File: src/rtl/operand_collector_pkg.sv
// Shared encodings for the operand collector: FSM states and opcode values.
// The testbench and neighbouring blocks import this package, so they all use the same numbers.
package operand_collector_pkg;

  typedef enum logic [2:0] {
    COLLECT_OP,
    COLLECT_A,
    COLLECT_B,
    EXEC,
    HOLD
  } state_t;

  typedef logic [2:0] opcode_t;

  localparam opcode_t OP_ADD  = 3'd0;
  localparam opcode_t OP_SUB  = 3'd1;
  localparam opcode_t OP_AND  = 3'd2;
  localparam opcode_t OP_OR   = 3'd3;
  localparam opcode_t OP_XOR  = 3'd4;
  localparam opcode_t OP_SHL  = 3'd5;
  localparam opcode_t OP_SHR  = 3'd6;
  localparam opcode_t OP_PASS = 3'd7;

endpackage

File: src/rtl/operand_collector_alu.sv
// Combinational datapath for the operand collector.
// Carry is the (WIDTH+1)-th bit of the add/sub; it is 0 for every other op.
module collector_alu
  import operand_collector_pkg::*;
#(
  parameter int WIDTH = 8
) (
  input  opcode_t          op,
  input  logic [WIDTH-1:0] a,
  input  logic [WIDTH-1:0] b,
  output logic [WIDTH-1:0] res,
  output logic             carry
);

  localparam int SHW = $clog2(WIDTH);

  logic [WIDTH:0]   sum;
  logic [WIDTH:0]   diff;
  logic [SHW-1:0]   shamt;

  assign sum   = {1'b0, a} + {1'b0, b};
  assign diff  = {1'b0, a} - {1'b0, b};
  // Shift distance uses only the low log2(WIDTH) bits of B.
  assign shamt = b[SHW-1:0];

  // NOTE: every output of a combinational block gets a default first, so no
  // path through the case can leave it unassigned and infer a latch.
  always_comb begin
    res   = '0;
    carry = 1'b0;
    case (op)
      OP_ADD:  {carry, res} = sum;
      OP_SUB:  {carry, res} = diff;
      OP_AND:  res = a & b;
      OP_OR:   res = a | b;
      OP_XOR:  res = a ^ b;
      OP_SHL:  res = a << shamt;
      OP_SHR:  res = a >> shamt;
      OP_PASS: res = a;
    endcase
  end

endmodule

File: src/rtl/operand_collector.sv
// Collects opcode, A and B words from the upstream deserializer, executes once,
// and holds the registered result until the consumer acknowledges it.
module operand_collector
  import operand_collector_pkg::*;
#(
  parameter int WIDTH = 8
) (
  input  logic             clk,
  input  logic             rst,
  input  logic [WIDTH-1:0] word_in,
  input  logic             word_valid,
  output logic [WIDTH-1:0] result,
  output logic             carry,
  output logic             zero,
  output logic             result_valid,
  input  logic             result_ack,
  output logic             busy,
  output logic             overrun
);

  if (WIDTH < 4 || (WIDTH & (WIDTH - 1)) != 0) begin : g_bad_width
    $error("operand_collector: WIDTH must be a power of two and at least 4");
  end

  state_t           state;
  state_t           state_next;
  opcode_t          op_q;
  logic [WIDTH-1:0] a_q;
  logic [WIDTH-1:0] b_q;
  logic [WIDTH-1:0] alu_res;
  logic             alu_carry;

  collector_alu #(.WIDTH(WIDTH)) u_alu (
    .op    (op_q),
    .a     (a_q),
    .b     (b_q),
    .res   (alu_res),
    .carry (alu_carry)
  );

  always_comb begin
    state_next = state;
    case (state)
      COLLECT_OP: if (word_valid) state_next = COLLECT_A;
      COLLECT_A:  if (word_valid) state_next = COLLECT_B;
      COLLECT_B:  if (word_valid) state_next = EXEC;
      EXEC:       state_next = HOLD;
      HOLD:       if (result_ack) state_next = COLLECT_OP;
      default:    state_next = COLLECT_OP;
    endcase
  end

  assign busy = (state != COLLECT_OP);

  // NOTE: sequential state uses non-blocking assignments so every register
  // samples pre-edge values regardless of statement order.
  always_ff @(posedge clk) begin
    if (!rst) begin
      state        <= COLLECT_OP;
      op_q         <= '0;
      a_q          <= '0;
      b_q          <= '0;
      result       <= '0;
      carry        <= 1'b0;
      zero         <= 1'b0;
      result_valid <= 1'b0;
      overrun      <= 1'b0;
    end else begin
      state <= state_next;

      if (word_valid) begin
        case (state)
          COLLECT_OP: op_q    <= word_in[2:0];
          COLLECT_A:  a_q     <= word_in;
          COLLECT_B:  b_q     <= word_in;
          default:    overrun <= 1'b1;  // EXEC/HOLD: word is dropped
        endcase
      end

      // Result registers change only in EXEC; after the ack they keep their values.
      if (state == EXEC) begin
        result       <= alu_res;
        carry        <= alu_carry;
        zero         <= (alu_res == '0);
        result_valid <= 1'b1;
      end else if (state == HOLD && result_ack) begin
        result_valid <= 1'b0;
      end
    end
  end

endmodule

File: config.mk
export PLATFORM = sky130hd
export DESIGN_NAME = operand_collector
export DESIGN_NICKNAME = d
export VERILOG_FILES = /design/src/rtl/operand_collector_pkg.sv /design/src/rtl/operand_collector_alu.sv /design/src/rtl/operand_collector.sv
export SDC_FILE = /design/constraint.sdc
export NUM_CORES = 1
export LEC_CHECK = 0
export CAP_MARGIN = 20
export CORE_MARGIN = 2
export CORE_UTILIZATION = 55
export CTS_CLUSTER_SIZE = 24
export DETAILED_ROUTE_END_ITERATION = 16
export DONT_BUFFER_PORTS = 1
export HOLD_SLACK_MARGIN = 0.03
export PLACE_DENSITY = 0.82
export SLEW_MARGIN = 25
export SYNTH_ARGS = -nofsm -noshare
export SYNTH_HDL_FRONTEND = slang
export SYNTH_SLANG_ARGS = --single-unit
File: constraint.sdc
create_clock -name clk -period 2.7 [get_ports clk]
set_clock_uncertainty 0.1 [all_clocks]
set_input_delay 0.54 -clock clk [delete_from_list [all_inputs] [get_ports clk]]
set_output_delay 0.54 -clock clk [all_outputs]
set_load 0.01 [all_outputs]
* Word-level counts from Yosys, hierarchy flattened
Cells that the tools add are included.
** Operators by class
- Order comparisons :: 0
- Add/subtract/negate cells :: 2
- Muxes and demuxes :: 9
- Shifts and indexed selects :: 2
- $mul :: 0
- Reduce and logical (&&, ||, !) cells :: 12
- Equal/unequal tests :: 15
- Bitwise gates (word level) :: 4
- Divide/modulo/power cells :: 0
** Operator list (number)
- case mux 8 bit (8 select lines) :: 1
- == test 3 bit, second input constant :: 5
- case mux 3 bit (5 select lines) :: 1
- == test 3 x 2 -> 1 bit, second input constant :: 4
- 2-to-1 mux 3 bit :: 4
- adder 8 x 8 -> 9 bit :: 1
- subtractor 8 x 8 -> 9 bit :: 1
- AND 8 bit :: 1
- logical NOT 8 bit :: 1
- inequality test 2 bit, second input constant :: 4
- OR 8 bit :: 1
- AND reduction 2 bit :: 4
- << shifter 8 x 3 -> 8 bit :: 1
- >> shifter 8 x 3 -> 8 bit :: 1
- XOR 8 bit :: 1
- == test 3 x 1 -> 1 bit, second input constant :: 2
- logical NOT 3 bit :: 2
- AND reduction 4 bit :: 1
- nonzero test 3 bit :: 1
- OR reduction 3 bit :: 1
- 2-to-1 mux 1 bit :: 2
- case mux 1 bit (2 select lines) :: 1
- nonzero test 2 bit :: 1
- logical AND 1 bit :: 1
- inverter 1 bit :: 1
** Storage, ports and cells
- Bits in writable memories :: 0
- Register bits after elaboration :: 34
- Input port bits :: 12
- Memories :: 0
- Logic and storage cells :: 53
- Latch bits :: 0
- Output and inout bits :: 13
- Memory bits (read-only) :: 0

* Longest topological paths before layout
Gate-level depths: netlist of the first run.
- Depth in word-level cells :: 4
- Mapped depth :: 11
- Gate-level depth less buffers :: 10

* Hierarchy
From an unflattened synthesis of the first run, not the netlist that was laid out.
** Unflattened totals
- Cells, all modules :: 374
- Area, all modules :: 3218.1 sq um
** By module, submodules not included
- collector_alu :: cells an instance 238, seq. area each 0.0 sq um, instances 1, area an instance 1814.2 sq um
- operand_collector :: cells an instance 136, seq. area each 680.7 sq um, instances 1, area an instance 1403.8 sq um

* Worst setup path after synthesis of the first run
Ideal clock, no wire load.
- Path kind :: reg2reg
- Start :: register b_q[1]
- End :: register zero
- Data arrival time :: 2.340 ns
- Setup time :: 0.120 ns
- Period minus slack after synthesis :: 2.560 ns
- Path buffers :: 1
- Setup slack :: 0.140 ns
- Stages on the path, launching flop included :: 11
- Required time :: 2.480 ns
- Cells stage by stage :: dfxtp_1 buf_2 inv_1 ha_1 a21o_1 a211o_1 a2111oi_2 o31ai_1 a32o_1 nand4_1 o21ai_1
** Between the ends
- Cells in the longest elaborated chain, start to end :: 3
- Elaborated cells between the ends (all ways) :: 9
- Those cells by class :: 2 x add/sub; 2 x shift; 1 x mux; 3 x bitwise; 1 x reduce/logical
** RTL lines
- from (decl) :: line operand_collector.sv:29 : logic [WIDTH-1:0] b_q;
- from (signal assigned) :: line operand_collector.sv:75 : COLLECT_B: b_q <= word_in;
- subtractor 8 x 8 -> 9 bit (tied with other cells) :: line operand_collector_alu.sv:22 : assign diff = {1'b0, a} - {1'b0, b};
- case mux 8 bit (8 select lines) * :: line operand_collector_alu.sv:31 : case (op)
- logical NOT 8 bit * :: line operand_collector.sv:84 : zero <= (alu_res == '0);
- to (signal assigned) :: line operand_collector.sv:84
- to (decl) :: line operand_collector.sv:14 : output logic zero,
Mark *: on every way between the ends. The rest lies on a longest branch, timed or not.
A chain may end at the register's enable or synchronous reset.

* Worst setup path in the final report of the first run
- Start :: register b_q[0]
- End :: register zero
Same word-level chain as after synthesis.

==> results of run 1 <==
==> sequential cells by signal, summed over array words and instances (netlist names) <==
signal and cells:
result 8, overrun 1, zero 1, op_q 3, result_valid 1, b_q 8
a_q 8, state 3, carry 1
==> worst reg2reg max path: cells and delay by family, from the launching register on <==
kind                     cells  cell delay [ns]
flip-flops                   1             0.43
AND/OR/NAND/NOR              2             0.53
AO/OA/AOI/OAI                5             0.69
adder cells (fa/ha/maj)      2             0.66
buffers and inverters        1             0.07
==> what timing repair did <==
item	CTS	global route
hold buffers	0	0
setup endpoints to repair	0	3
gates resized for setup	0	7
==> report_power, final <==
part	total (mW)	internal, mW	switching [mW]
combinational	0.298	0.128	0.170
clock	0.491	0.295	0.196
sequential	0.541	0.517	0.0244
==> final timing paths <==
check             startpoint         to  slack (ns)  cells past startpoint
setup / recovery      b_q[0]       zero        0.15                     10
hold / removal           rst  result[5]        0.27                      1
setup reg to reg      b_q[0]       zero        0.15                     10
hold reg to reg       b_q[7]     b_q[7]        0.40                      2
==> per-stage QoR <==
stage               setup slack [ns]  hold WS, ns  total power [mW]
detailed placement            0.0910        0.393             0.837
finish                         0.150        0.274              1.33
floorplan                      0.140        0.360             0.770
global route                  0.0298        0.267              1.38
global placement               0.167        0.371             0.832
CTS                           0.0591        0.272              1.32
==> synth_stat cells, types with 3 or more instances <==
cell type / instances
nand2_1: 37
and3b_1: 3
o311ai_0: 3
a21oi_1: 18
nor3_1: 11
a31oi_1: 5
o31ai_1: 4
nor2b_1: 19
o21ai_1: 3
nor4_1: 3
buf_6: 3
a32oi_1: 3
o211ai_1: 3
a211o_1: 3
mux4_2: 7
o21a_1: 7
o22ai_1: 4
nand3b_1: 4
ha_1: 25
or3_1: 4
buf_2: 8
mux2i_1: 17
nand3_1: 11
dfxtp_1: 34
nand2b_1: 7
inv_1: 25
clkbuf_1: 17
mux4_1: 3
nor3b_1: 3
o21ai_0: 12
and2_1: 7
a21boi_0: 9
nor2_1: 22
==> layout make-up <==
type,instances,share of cell area (%)
Multi-Input combinational cell,298,67.2
Sequential cell,34,20.2
Timing Repair Buffer,17,3.88
Inverter,25,2.77
Tap cell,72,2.66
Clock buffer,6,2.44
Clock inverter,1,0.888
==> cell families after synthesis <==
family / share of synthesized area (%)
AO/OA/AOI/OAI: 21.6
XOR/XNOR: 0.829
adder cells (fa/ha/maj): 11.1
buffers and inverters: 7.54
flip-flops: 21.5
multiplexers: 13.5
AND/OR/NAND/NOR: 23.9
==> routing by layer <==
layer / global-route usage (%) / part of all wire, % / vias up
li1: - / - / 1389
met1: 37.9 / 42 / 1380
met2: 39.3 / 45 / 154
met3: 6.22 / 8.2 / 29
met4: 14.2 / 4.4 / 0
met5: 0 / 0 / -
==> impl_metrics.tcl, run 1 <==
set metrics [dict create \
    fp.dieArea_mm2 0.00639 \
    synth_seq_area_share_pct 21.5 \
    cts_buffers 5 \
    layout_common_cells "nand2_1, dfxtp_1, inv_1" \
    die-height_um 79.9 \
    place_area_mm2 0.00324 \
    routed_wl_mm 8.27 \
    clockBufferDepth 2 \
    worst_ep_required_time_ns 2.82 \
    mostFrequentLayoutCell "nand2_1" \
    cts_sinks 34 \
    hold_violations 0 \
    arrival_ns 2.67 \
    synth_area_mm2 0.00317 \
    setup-tns-final_ns 0 \
    setup_violations 0 \
    fin_crit_ns 2.55 \
    worstHoldPathType "in -> reg" \
    clk_pin_slew_ns 0.08 \
    die_w_um 79.9 \
    io_pins 25 \
    grt.total_usage_pct 27.3 \
    coreArea_mm2 0.00554 \
    cp-start-kind "flop" \
    gp_congestion 0.977 \
    drive_gt1_share_pct 11.8 \
    stdcell_area_mm2 0.00338 \
    synth_top_area_share_pct 21.5 \
    drc 0 \
    tritoncts "yes" \
    dr_total_vias 2952 \
    antenna_found_initial 0 \
    viasPerCell 6.52 \
    slowest_delay_ns 0.43 \
    ys_types 65 \
    path_max_fanout 4 \
    diodes 0 \
    status "finished, final reports clean" \
    dp_hpwl_mm 6.29 \
    grt_pass1_vias 2695 \
    grt_start_max_net_pins 35 \
    final_antenna_net_count 0 \
    vdd_drop_max_mv 0.354 \
    final_cells 453 \
    htreeDepth 2 \
    crit_type "reg -> reg" \
    worstPathCellList "ha_2 -> inv_1 -> fa_1 -> nor2b_1 -> o31a_1 -> a21oi_1 -> or3_1 -> a211oi_2 -> o211ai_1 -> o21ai_1" \
    portBuffers 0 \
    overflow 0 \
    cts_setup_buffers 0 \
    layout.nets 420 \
    synth_edf_count 0 \
    path_buf_inv 1 \
    rsz0062_at_grt "false" \
    report.final.slew_viol_count 0 \
    worst_pin_slew_ns 0.648 \
    fillCellCount 501 \
    start_util_pct 57.2 \
    rows 27 \
    max_freq_mhz 392 \
    synthArstFlopShare_pct 0 \
    area_growth_pct 6.67 \
    maxCapViolations 0 \
    ys_warn_count 0 \
    synth_area_leaders "dfxtp_1, ha_1, mux2i_1" \
    wl_per_cell_um 18.3 \
    syn-num-nets 425 \
    utilization_pct 61.0 \
    yosys.area.top_type "dfxtp_1" \
    cellPowerDensity_mw_per_mm2 393 \
    root_buffer "clkbuf_8" \
    end_kind "flop" \
    cp_top_family "compound AO/OA/AOI/OAI gates" \
    multi_input_area_mm2 0.00227 \
    dp.cells 446 \
    dominantRegCellSynth "dfxtp_1" \
    syn_area_per_cell_um2 8.21 \
    drt-initial-drc-count 274 \
    first_pass_iters 5 \
    p_leak_nw 1.20 \
    synth_seq_cells 34 \
    grt_pass1_wl_mm 13.4 \
    crit_slowest_cell "dfxtp_1" \
    clkLatencyLatePin_ns 0.30 \
    synth_cells 386 \
    seqCellArea_um2 682 \
    slew_headroom_pct 56.7 \
    finalCritPeriodShare_pct 94.5 \
]
Power figures use the tool's default switching activity.
==> inputs of run 2 (changes only) <==
--- a/config.mk
+++ b/config.mk
@@ -12,7 +12,7 @@
 export DETAILED_ROUTE_END_ITERATION = 16
 export DONT_BUFFER_PORTS = 1
 export HOLD_SLACK_MARGIN = 0.03
-export PLACE_DENSITY = 0.82
+export PLACE_DENSITY_LB_ADDON = 0.15
 export SLEW_MARGIN = 25
 export SYNTH_ARGS = -nofsm -noshare
 export SYNTH_HDL_FRONTEND = slang
==> run 2 against run 1 <==
Effect of this change: register-to-register slack about the same; die area is the same; clock power is 16% lower; total power fell by 6.2%; design area is 0.74% lower; wire length barely moved; core utilization shrank 0.45 points; setup slack worse by 0.014 ns; via count fell by 1.5%; clock-buffer cell count unchanged; combinational power down 2%; critical path type unchanged; largest power group unchanged.
==> impl_metrics.tcl, run 2 (synthesis results as in run 1) <==
set metrics [dict create \
    status "finished, final reports clean" \
    maxCapViolations 0 \
    place_ws_ns 0.00427 \
    fp.dieArea_mm2 0.00639 \
    endpoint "zero" \
    grt_pass1_wl_mm 13.2 \
    start_util_pct 57.2 \
    crit_cells 9 \
    postLayoutSetupSlackWorst_ns 0.136 \
    grt.total_usage_pct 27.1 \
    worstPathCellList "buf_4 -> inv_1 -> ha_1 -> and4_1 -> a2111oi_2 -> o211ai_1 -> a211oi_2 -> o211ai_1 -> o21ai_1" \
    clockBufferDepth 2 \
    p_leak_nw 1.19 \
    postCtsHoldBufs 0 \
    cellPowerDensity_mw_per_mm2 372 \
    path_max_fanout 17 \
    path_buf_inv 2 \
    r2r_start "b_q[0]" \
    finalCritPeriodShare_pct 95.0 \
    worst_ep_required_time_ns 2.83 \
    final_antenna_net_count 0 \
    stdcell_area_mm2 0.00336 \
    worst_pin_slew_ns 0.645 \
    diodes 0 \
    gp_congestion 0.945 \
    viasPerCell 6.42 \
    reg.largest.list "a_q x8, b_q x8, result x8" \
    report.final.slew_viol_count 0 \
    setup_violations 0 \
    hold_slack_ns 0.262 \
    seqCellArea_um2 683 \
    coreArea_mm2 0.00554 \
    cp-start-kind "flop" \
    cts_sinks 34 \
    swShare_pct 32.1 \
    cp_top_family "compound AO/OA/AOI/OAI gates" \
    p_comb_share_pct 23.5 \
    rr_worst_depth 9 \
    timing.rr.end "zero" \
    slew_headroom_pct 56.9 \
    total_power_mw 1.25 \
    first_pass_iters 5 \
    rrSetupSlack_ns 0.14 \
    routed_wl_mm 8.27 \
    p_sw_uw 401 \
    io_pins 25 \
    layout.nets 419 \
    htreeDepth 2 \
    dp_hpwl_mm 6.16 \
    dr_total_vias 2909 \
    area_growth_pct 5.88 \
    crit_type "reg -> reg" \
    clk_pin_slew_ns 0.08 \
    arrival_ns 2.70 \
    multi_input_area_mm2 0.00226 \
    tritoncts "yes" \
    grt_pass1_vias 2536 \
    clkLatencyLatePin_ns 0.29 \
    drive_gt1_share_pct 11.5 \
    place_area_mm2 0.00325 \
    die-height_um 79.9 \
    fin_crit_ns 2.56 \
    portBuffers 0 \
    slowest_delay_ns 0.42 \
    internal-power_uw 847 \
    critPathLaunch "b_q[0]" \
    max_freq_mhz 390 \
    overflow 0 \
    wl_per_cell_um 18.3 \
    vdd_drop_max_mv 0.312 \
    antenna_found_initial 0 \
    power.share.clock_pct 33.0 \
    cts_buffers 5 \
    die_w_um 79.9 \
    drc 0 \
    grt_start_max_net_pins 35 \
    cpMostUsedCell "o211ai_1" \
    hold_violations 0 \
    end_kind "flop" \
    drt-initial-drc-count 274 \
    p_seq_share_pct 43.5 \
    fillCellCount 521 \
    worstHoldPathType "in -> reg" \
    root_buffer "clkbuf_8" \
    rows 27 \
    mostFrequentLayoutCell "nand2_1" \
    crit_slowest_cell "a2111oi_2" \
    layout_common_cells "nand2_1, dfxtp_1, inv_1, ha_1, nor2_1" \
]
run 2: what timing repair did:
item,CTS,global route
gates resized for setup,1,4
buffers inserted,0,0
setup endpoints to repair,1,4
run 2: how the worst min path moves through the flow:
| stage | start | slack, ns | cells past startpoint | to |
|---|---|---|---|---|
| 6_report | rst | 0.26 | 1 | state[2] |
| 5_1_grt | rst | 0.26 | 1 | result[5] |
| 4_1_cts | rst | 0.26 | 1 | state[2] |
| 3_5_place_dp | b_q[7] | 0.38 | 2 | b_q[7] |
| 3_3_place_gp | b_q[7] | 0.37 | 2 | b_q[7] |
| 2_1_floorplan | b_q[3] | 0.36 | 2 | b_q[3] |
run 2: per-layer routing:
layer	wire length (µm)	track usage [%]
met4	224	10.3
met2	3600	39.6
met1	3990	39.8
met3	453	4.07
met5	0	0
run 2: final cells by class:
cell class,count,area share [%]
Timing Repair Buffer,16,3.95
Inverter,25,2.80
Multi-Input combinational cell,298,67.4
Clock buffer,6,2.46
Tap cell,72,2.68
Sequential cell,34,20.4
Clock inverter,2,0.373
run 2: metrics by stage:
stage / cells / utilization (%) / TNS (ns)
2_1_floorplan: 386 / - / 0
3_3_place_gp: 445 / 58.6 / 0
3_5_place_dp: 445 / 58.6 / 0
4_1_cts: 453 / 60.4 / 0
5_1_grt: 453 / 60.6 / -0.00246
6_report: 453 / 60.6 / 0
run 2: power groups by stage:
stage	logic [mW]	clock network (mW)	registers (mW)
2_1_floorplan	0.230	0	0.540
3_3_place_gp	0.280	0	0.553
3_5_place_dp	0.282	0	0.553
4_1_cts	0.284	0.422	0.542
5_1_grt	0.322	0.435	0.545
6_report	0.293	0.412	0.543
==> inputs of run 3 (changes only) <==
--- a/config.mk
+++ b/config.mk
@@ -8,6 +8,7 @@
 export CAP_MARGIN = 20
 export CORE_MARGIN = 2
 export CORE_UTILIZATION = 55
+export CTS_BUF_LIST = sky130_fd_sc_hd__clkbuf_16
 export CTS_CLUSTER_SIZE = 24
 export DETAILED_ROUTE_END_ITERATION = 16
 export DONT_BUFFER_PORTS = 1
==> run 3 against run 2 <==
Effect of this change: design area grew 1.7%; cell count is the same; clock power grew 36%; maximum frequency shrank 0.42%; global-route usage grew 0.33 points; clock-buffer cell count shrank 1; combinational power is essentially flat; total power grew 12%; sequential share of layout area shrank 0.34 points.
==> impl_metrics.tcl, run 3 (synthesis results as in run 1) <==
set metrics [dict create \
    status "finished, final reports clean" \
    diodes 0 \
    end_kind "flop" \
    drive_gt1_share_pct 11.5 \
    vdd_drop_max_mv 0.378 \
    finalCritPeriodShare_pct 95.4 \
    path_max_fanout 4 \
    rsz0062_at_grt "false" \
    die-height_um 79.9 \
    multi_input_area_mm2 0.00227 \
    setup_violations 0 \
    clockBufferDepth 2 \
    rr_worst_depth 10 \
    holdPathEnd "state[2]" \
    io_pins 25 \
    setup-tns-final_ns 0 \
    cts_sinks 34 \
    overflow 0 \
    place_ws_ns 0.00427 \
    r2r_start "b_q[0]" \
    max_freq_mhz 388 \
    grt.total_usage_pct 27.4 \
    dr_total_vias 2894 \
    slew_headroom_pct 56.2 \
    worstHoldPathType "in -> reg" \
    gp_congestion 0.945 \
    holdPathStages 1 \
    postCtsHoldBufs 0 \
    mostFrequentLayoutCell "nand2_1" \
    grt_pass1_wl_mm 13.4 \
    rrSetupSlack_ns 0.12 \
    cts_setup_buffers 0 \
    drc 0 \
    cp-start-kind "flop" \
    die_w_um 79.9 \
    tritoncts "yes" \
    fillCellCount 509 \
    fp.dieArea_mm2 0.00639 \
    clk_pin_slew_ns 0.06 \
    viasPerCell 6.39 \
    rows 27 \
    dp_hpwl_mm 6.16 \
    crit_type "reg -> reg" \
    layout_common_cells "nand2_1, dfxtp_1, inv_1, ha_1, nor2_1" \
    worst_pin_slew_ns 0.656 \
    postLayoutSetupSlackWorst_ns 0.125 \
    hp-start "rst" \
    drt-initial-drc-count 272 \
    worst_ep_required_time_ns 2.82 \
    final_cells 453 \
    fin_crit_ns 2.58 \
    root_buffer "clkbuf_16" \
    cts_buffers 5 \
    clkLatencyLatePin_ns 0.28 \
    grt_start_max_net_pins 35 \
    cellPowerDensity_mw_per_mm2 410 \
    portBuffers 0 \
    arrival_ns 2.69 \
    first_pass_iters 5 \
    seqCellArea_um2 683 \
    coreArea_mm2 0.00554 \
    maxCapViolations 0 \
    report.final.slew_viol_count 0 \
    hold_violations 0 \
    p_leak_nw 1.21 \
    area_growth_pct 7.70 \
    routed_wl_mm 8.33 \
    timing.rr.end "zero" \
    layout.nets 419 \
    grt_pass1_vias 2543 \
    hold_slack_ns 0.277 \
    reg.largest.list "a_q x8, b_q x8, result x8" \
    antenna_found_initial 0 \
    start_util_pct 57.2 \
    final_antenna_net_count 0 \
    wl_per_cell_um 18.4 \
    htreeDepth 2 \
    dp.cells 445 \
]
run 3: cell count changes in the layout (fill, tap and decap cells not counted):
cell and change:
clkbuf_16 +5, buf_4 -1, clkbuf_8 -6, a32oi_1 -1, clkinv_1 +1, a32oi_2 +1
buf_6 +1
run 3: where the power goes:
part	leakage [nW]	switching, mW	internal (mW)	total, mW
Clock	0.0672	0.226	0.337	0.562
Sequential	0.276	0.0265	0.517	0.544
Combinational	0.868	0.168	0.127	0.295
Total	1.21	0.420	0.981	1.40
run 3: what timing repair did:
action	CTS	global route
endpoints found under the hold margin	0	0
gates resized for setup	1	6
setup endpoints to repair	1	4
run 3: how the worst max path moves through the flow:
stage | from | endpoint | slack (ns) | depth (start not counted)
after floorplan | b_q[1] | zero | 0.14 | 10
after global placement | b_q[0] | zero | 0.05 | 9
after detailed placement | b_q[0] | zero | 0.004 | 9
after CTS | a_q[0] | result[6] | 0.07 | 10
after global routing | b_q[0] | zero | 0.002 | 10
final | b_q[0] | zero | 0.12 | 10
run 3: cell type report:
type / instances / share of cell area [%]
inverters: 25 / 2.75
multi-input cells: 298 / 66.5
flip-flops and latches: 34 / 20.0
clock inverters: 3 / 0.476
well taps: 72 / 2.64
clock buffers: 5 / 3.66
repair buffers: 16 / 3.99
run 3: critical path, cell delays in order (launching register included):
cell and delay, ns:
dfxtp_1 0.42, ha_1 0.26, inv_1 0.07, fa_1 0.41, nor2b_1 0.16, o31a_1 0.16
a21oi_1 0.04, or3_1 0.34, a211oi_2 0.27, o211ai_1 0.13, o21ai_1 0.13
run 3: metal layers:
layer	GRT usage, %	vias to the layer above	share of wire [%]
li1	-	1384	-
met1	39.8	1379	48
met2	40.8	111	45
met3	5.09	20	5.7
met4	8.64	0	2.2
met5	0	-	0
run 3: per-stage QoR:
stage	power, mW	utilization [%]	instance area (µm²)
after global routing	1.46	61.6	3410
after global placement	0.833	58.6	3250
final	1.40	61.6	3410
after CTS	1.40	61.2	3390
after floorplan	0.770	-	3170
after detailed placement	0.836	58.6	3250
==> RTL change 1 (config.mk and constraints of run 1) <==
Re-encode `state_t` (5 states) as Gray code, 3 bits wide.
--- a/src/rtl/operand_collector_pkg.sv
+++ b/src/rtl/operand_collector_pkg.sv
@@ -5,7 +5,7 @@
   typedef enum logic [2:0] {
-    COLLECT_OP,
-    COLLECT_A,
-    COLLECT_B,
-    EXEC,
-    HOLD
+    COLLECT_OP = 3'b000,
+    COLLECT_A  = 3'b001,
+    COLLECT_B  = 3'b011,
+    EXEC       = 3'b010,
+    HOLD       = 3'b110
   } state_t;
Function: no difference found for any inputs over 10 cycles, from zero or initial values and one cycle with rst low; not proved beyond that.
==> RTL change 1 against run 1 <==
Sequential cell count is the same; wire length grew 4.1%; utilization grew 2.7 points; area after synthesis shrank 2.6%; clock power shrank 19%; maximum frequency shrank 2.6%; sequential share of layout area shrank 0.27 points; worst hold slack lost 0.039 ns; first-iteration DRC count grew 64%; design area grew 3.2%; setup slack lost 0.067 ns; total power grew 2.5%; critical path depth shrank 2; critical path type unchanged; highest routed layer unchanged.
==> RTL change 1: results (changes against run 1) <==
met2 usage in global routing=45.6% (+6.2 points); total wire length after detailed routing=8610 microns (+4.1%); sink of the worst hold path=state[2]; complex-gate fraction of the synthesized area=24.7% (+3.1 points); share of the synthesized netlist area taken by xor and xnor gates=0.851% (+0.022 points); largest cells by area after synthesis=dfxtp_1 (22%), ha_1 (10%), mux4_2 (5.1%), mux2i_1 (4.9%), nand2_1 (4.6%); achievable clock frequency=382 MHz (-2.6%); global-route track usage on met1=35.9% (-1.9 points); Cell variety after synth=70 (+7.7%); pre-CTS worst setup slack=-0.0455 ns (-0.136 ns); routability congestion estimate from global placement=0.952 (-2.5%); Post-Syn Instances=377 (-2.3%); status=finished, final reports clean; net count after synthesis=416 (-2.1%); placed cell areas=3250 sq um (+0.23%); HPWL Detailed=6370 microns (+1.3%); mux contribution to synthesized area=12.9% (-0.66 points); Final Net Count=429 (+2.1%); sequential fraction of the synthesis area=22.0% (+0.57 points); Placed Cells incl. Taps=450 (+0.90%); Slew HR=50.7% (-6.1 points); internal power=905 uW (-3.7%); GRT Overall Usage=28.1% (+0.80 points); pin count of the biggest net entering global routing=22 (-37%); Crit. Startpoint=b_q[1]; routing usage on met3=4.20% (-2.0 points); FF-to-FF setup slack=0.08 ns (-0.07 ns); total number of vias=3019 (+2.3%); worst endpoint data arrival time=2.74 ns (+0.07 ns); slowest library cell on the worst path=mux4_2; Met2 Wirelength=3980 microns (+7.0%); global-route wire length before repair=13800 microns (+2.6%); hold path startpoint=result_ack; cell count of the worst reg-to-reg path=8 (-2); Met3 Routed Length=693 microns (+2.4%); number of gates given a new drive strength after cts=1 (+1); area share of fa/ha/maj cells after synthesis=11.4% (+0.29 points); ratio of cells with drive above 1 in the final layout=18.9% (+7.1 points); number of non-filler instances in the completed layout=463 (+2.2%); Routed met1 length=3460 microns (-1.5%); iteration-0 DRC count of the detailed router=448 (+64%); Largest stage delay, worst path=0.50 ns (+0.07 ns)
[RTL change 1: power groups by stage]
stage / logic, mW / registers [mW] / clock network (mW)
after floorplan: 0.278 / 0.563 / 0
after global placement: 0.349 / 0.578 / 0
after detailed placement: 0.356 / 0.580 / 0
after CTS: 0.358 / 0.568 / 0.410
after global routing: 0.429 / 0.572 / 0.426
final: 0.395 / 0.568 / 0.400
[RTL change 1: cell families (layout without fill, tap and decap cells)]
logic type | after synthesis | in the layout
flops | 34 | 34
fa+ha+maj | 27 | 27
compound gates | 109 | 109
buf+inv | 51 | 65
mux | 27 | 27
xor+xnor | 3 | 3
simple gates | 126 | 126
[RTL change 1: layout make-up]
type                            count  area [sq um]
Fill cell                         459          1980
Clock buffer                        6          82.6
Multi-Input combinational cell    292          2250
Clock inverter                      2          12.5
Inverter                           26          97.6
Tap cell                           72          90.1
Sequential cell                    34           694
Timing Repair Buffer               31           263
==> RTL change 2 (flow settings as in run 1) <==
Without the edit above. `WIDTH` is set to 8 in 2 places; all go to 16.
--- a/src/rtl/operand_collector_alu.sv
+++ b/src/rtl/operand_collector_alu.sv
@@ -5,3 +5,3 @@
 #(
-  parameter int WIDTH = 8
+  parameter int WIDTH = 16
 ) (
--- a/src/rtl/operand_collector.sv
+++ b/src/rtl/operand_collector.sv
@@ -5,3 +5,3 @@
 #(
-  parameter int WIDTH = 8
+  parameter int WIDTH = 16
 ) (
Ports: changed (resized result and word_in); port bits go from 25 to 41. The function was not compared with the original's and may differ.
==> RTL change 2 against run 1 <==
The run now ends with setup timing left; global-route usage increased by 13 points; design area increased to 2.6 times the old value; sequential cell count increased by 24; area after synthesis increased by 97%; sequential share of layout area decreased by 6.7 points; combinational power increased to 3.4 times the old value; total power increased by 130%; setup slack got worse by 0.64 ns; cell count increased to 2.6 times the old value; wire length increased to 3.2 times the old value; largest power group is now the clock network.
==> RTL change 2: results (changes against run 1) <==
Final Net Count=1110 (+160%); pin count of the biggest net entering global routing=52 (+49%); LEAKAGE=3.60 nW (+200%); Layout fillers=676 (+35%); total number of vias=7834 (+170%); final worst-path setup slack=-0.495 ns (-0.645 ns); number of non-filler instances in the completed layout=1184 (+160%); cell family with the largest share of critical-path delay=simple AND/OR/NAND/NOR gates; slowest library cell on the worst path=or4_4; largest cells by area after synthesis=dfxtp_1 (19%), ha_1 (9.8%), a21oi_1 (7.2%), nand2_1 (5.9%), mux4_2 (5.8%); total wire length after detailed routing=26400 microns (+220%); violated checks=setup timing; Antenna Diode Count=0 (unchanged); routability congestion estimate from global placement=1.03 (+5.2%); number of detailed-route iterations in the first pass=7 (+2); global-route wire length before repair=39900 microns (+200%); maximum fanout along the worst path=9 (+5); total number of H-tree levels=3 (+1); Commonest cells post-synth=nand2_1 (98), a21oi_1 (90), nor2_1 (84); Max VDD drop=0.345 mV (-2.3%); insertion delay to the later sink of the worst-skew pair=0.34 ns (+0.04 ns); Clock Tree Root=clkbuf_16; number of global-route vias before repair=7478 (+180%); Num CTS Buffers=9 (+4); leading registers by flop count=a_q x16, b_q x16, result x16; total setup violations reported at the end of the flow=8 (+8); cell count of the worst hold path=2 (+1); net count after synthesis=917 (+120%); Slew HR=48.8% (-7.9 points); GRT Overall Usage=40.5% (+13 points); iteration-0 DRC count of the detailed router=1182 (+330%); sequential fraction of the synthesis area=18.6% (-2.8 points); Post-Syn Instances=846 (+120%); switching part of the total power=34.3% (+4.9 points); cell count of the worst reg-to-reg path=12 (+2); Worst-path clk slew=0.06 ns (-0.02 ns); worst endpoint data arrival time=3.37 ns (+0.70 ns); ratio of cells with drive above 1 in the final layout=39.0% (+27 points); Max-cap violations=0 (unchanged); RR Startpoint=b_q[2]; HPWL Detailed=18800 microns (+200%); status=finished, violations left; Largest stage delay, worst path=0.56 ns (+0.13 ns)
## RTL change 2: cell types whose count changed in the layout (fill, tap and decap cells not counted), sizes merged, moves of 8 or more
| cell | before | now |
|---|---|---|
| a21oi | 18 | 90 |
| buf | 17 | 254 |
| a211oi | 3 | 18 |
| o22ai | 4 | 14 |
| o21ai | 15 | 43 |
| ha | 25 | 49 |
| nand2 | 37 | 98 |
| mux2i | 17 | 35 |
| a22oi | 0 | 15 |
| dfxtp | 34 | 58 |
| a21boi | 10 | 0 |
| o211ai | 5 | 13 |
| inv | 25 | 47 |
| nor2 | 23 | 84 |
## RTL change 2: per-layer routing
layer / part of all wire [%] / up-vias / routed length (microns) / GRT usage (%)
li1: - / 3446 / - / -
met1: 38 / 3605 / 10100 / 53.0
met2: 44 / 624 / 11600 / 63.9
met3: 12 / 159 / 3260 / 9.39
met4: 5.2 / 0 / 1370 / 17.4
met5: 0 / - / 0 / 0
## RTL change 2: timing repair
action	4_1_cts	5_1_grt
gates resized for setup	85	59
buffers inserted	12	8
endpoints found under the setup margin	13	14
pin swaps	30	30
## RTL change 2: kinds of logic after synthesis
group / count (synthesis) / synth area share (%)
AND/OR/NAND/NOR: 279 / 21.0
AO/OA/AOI/OAI: 270 / 28.0
buffers and inverters: 122 / 8.09
multiplexers: 60 / 13.0
flip-flops: 58 / 18.6
adder cells (fa/ha/maj): 51 / 10.5
XOR/XNOR: 6 / 0.843
## RTL change 2: layout make-up
type / count / share of cell area (%)
tap: 140 / 1.96
clock inverter: 6 / 0.461
timing repair buffer: 254 / 22.4
clock buffer: 10 / 2.67
sequential: 58 / 13.5
multi-input combinational: 666 / 56.8
inverter: 50 / 2.28
## RTL change 2: metrics by stage
stage	setup slack [ns]	TNS [ns]	area, sq um	util (%)
global route	-0.568	-2.13	8950	81.9
global placement	-0.618	-2.46	7950	72.7
CTS	-0.448	-0.845	8630	78.9
detailed placement	-0.582	-2.56	7950	72.7
finish	-0.495	-1.45	8950	81.9
floorplan	-0.523	-0.806	6300	-
## RTL change 2: worst min-delay path by stage
stage	slack, ns	startpoint	to
after floorplan	0.35	b_q[10]	b_q[10]
after global placement	0.36	a_q[9]	a_q[9]
after detailed placement	0.36	a_q[9]	a_q[9]
after CTS	0.22	word_in[11]	a_q[11]
after global routing	0.22	word_in[11]	a_q[11]
final	0.23	word_in[11]	a_q[11]
## RTL change 2: power groups by stage
| stage | combinational [mW] | clock, mW | sequential, mW |
|---|---|---|---|
| floorplan | 0.457 | 0 | 0.919 |
| global placement | 0.825 | 0 | 0.931 |
| detailed placement | 0.836 | 0 | 0.933 |
| CTS | 0.920 | 1.10 | 0.914 |
| global route | 1.07 | 1.15 | 0.919 |
| finish | 1.02 | 1.10 | 0.918 |
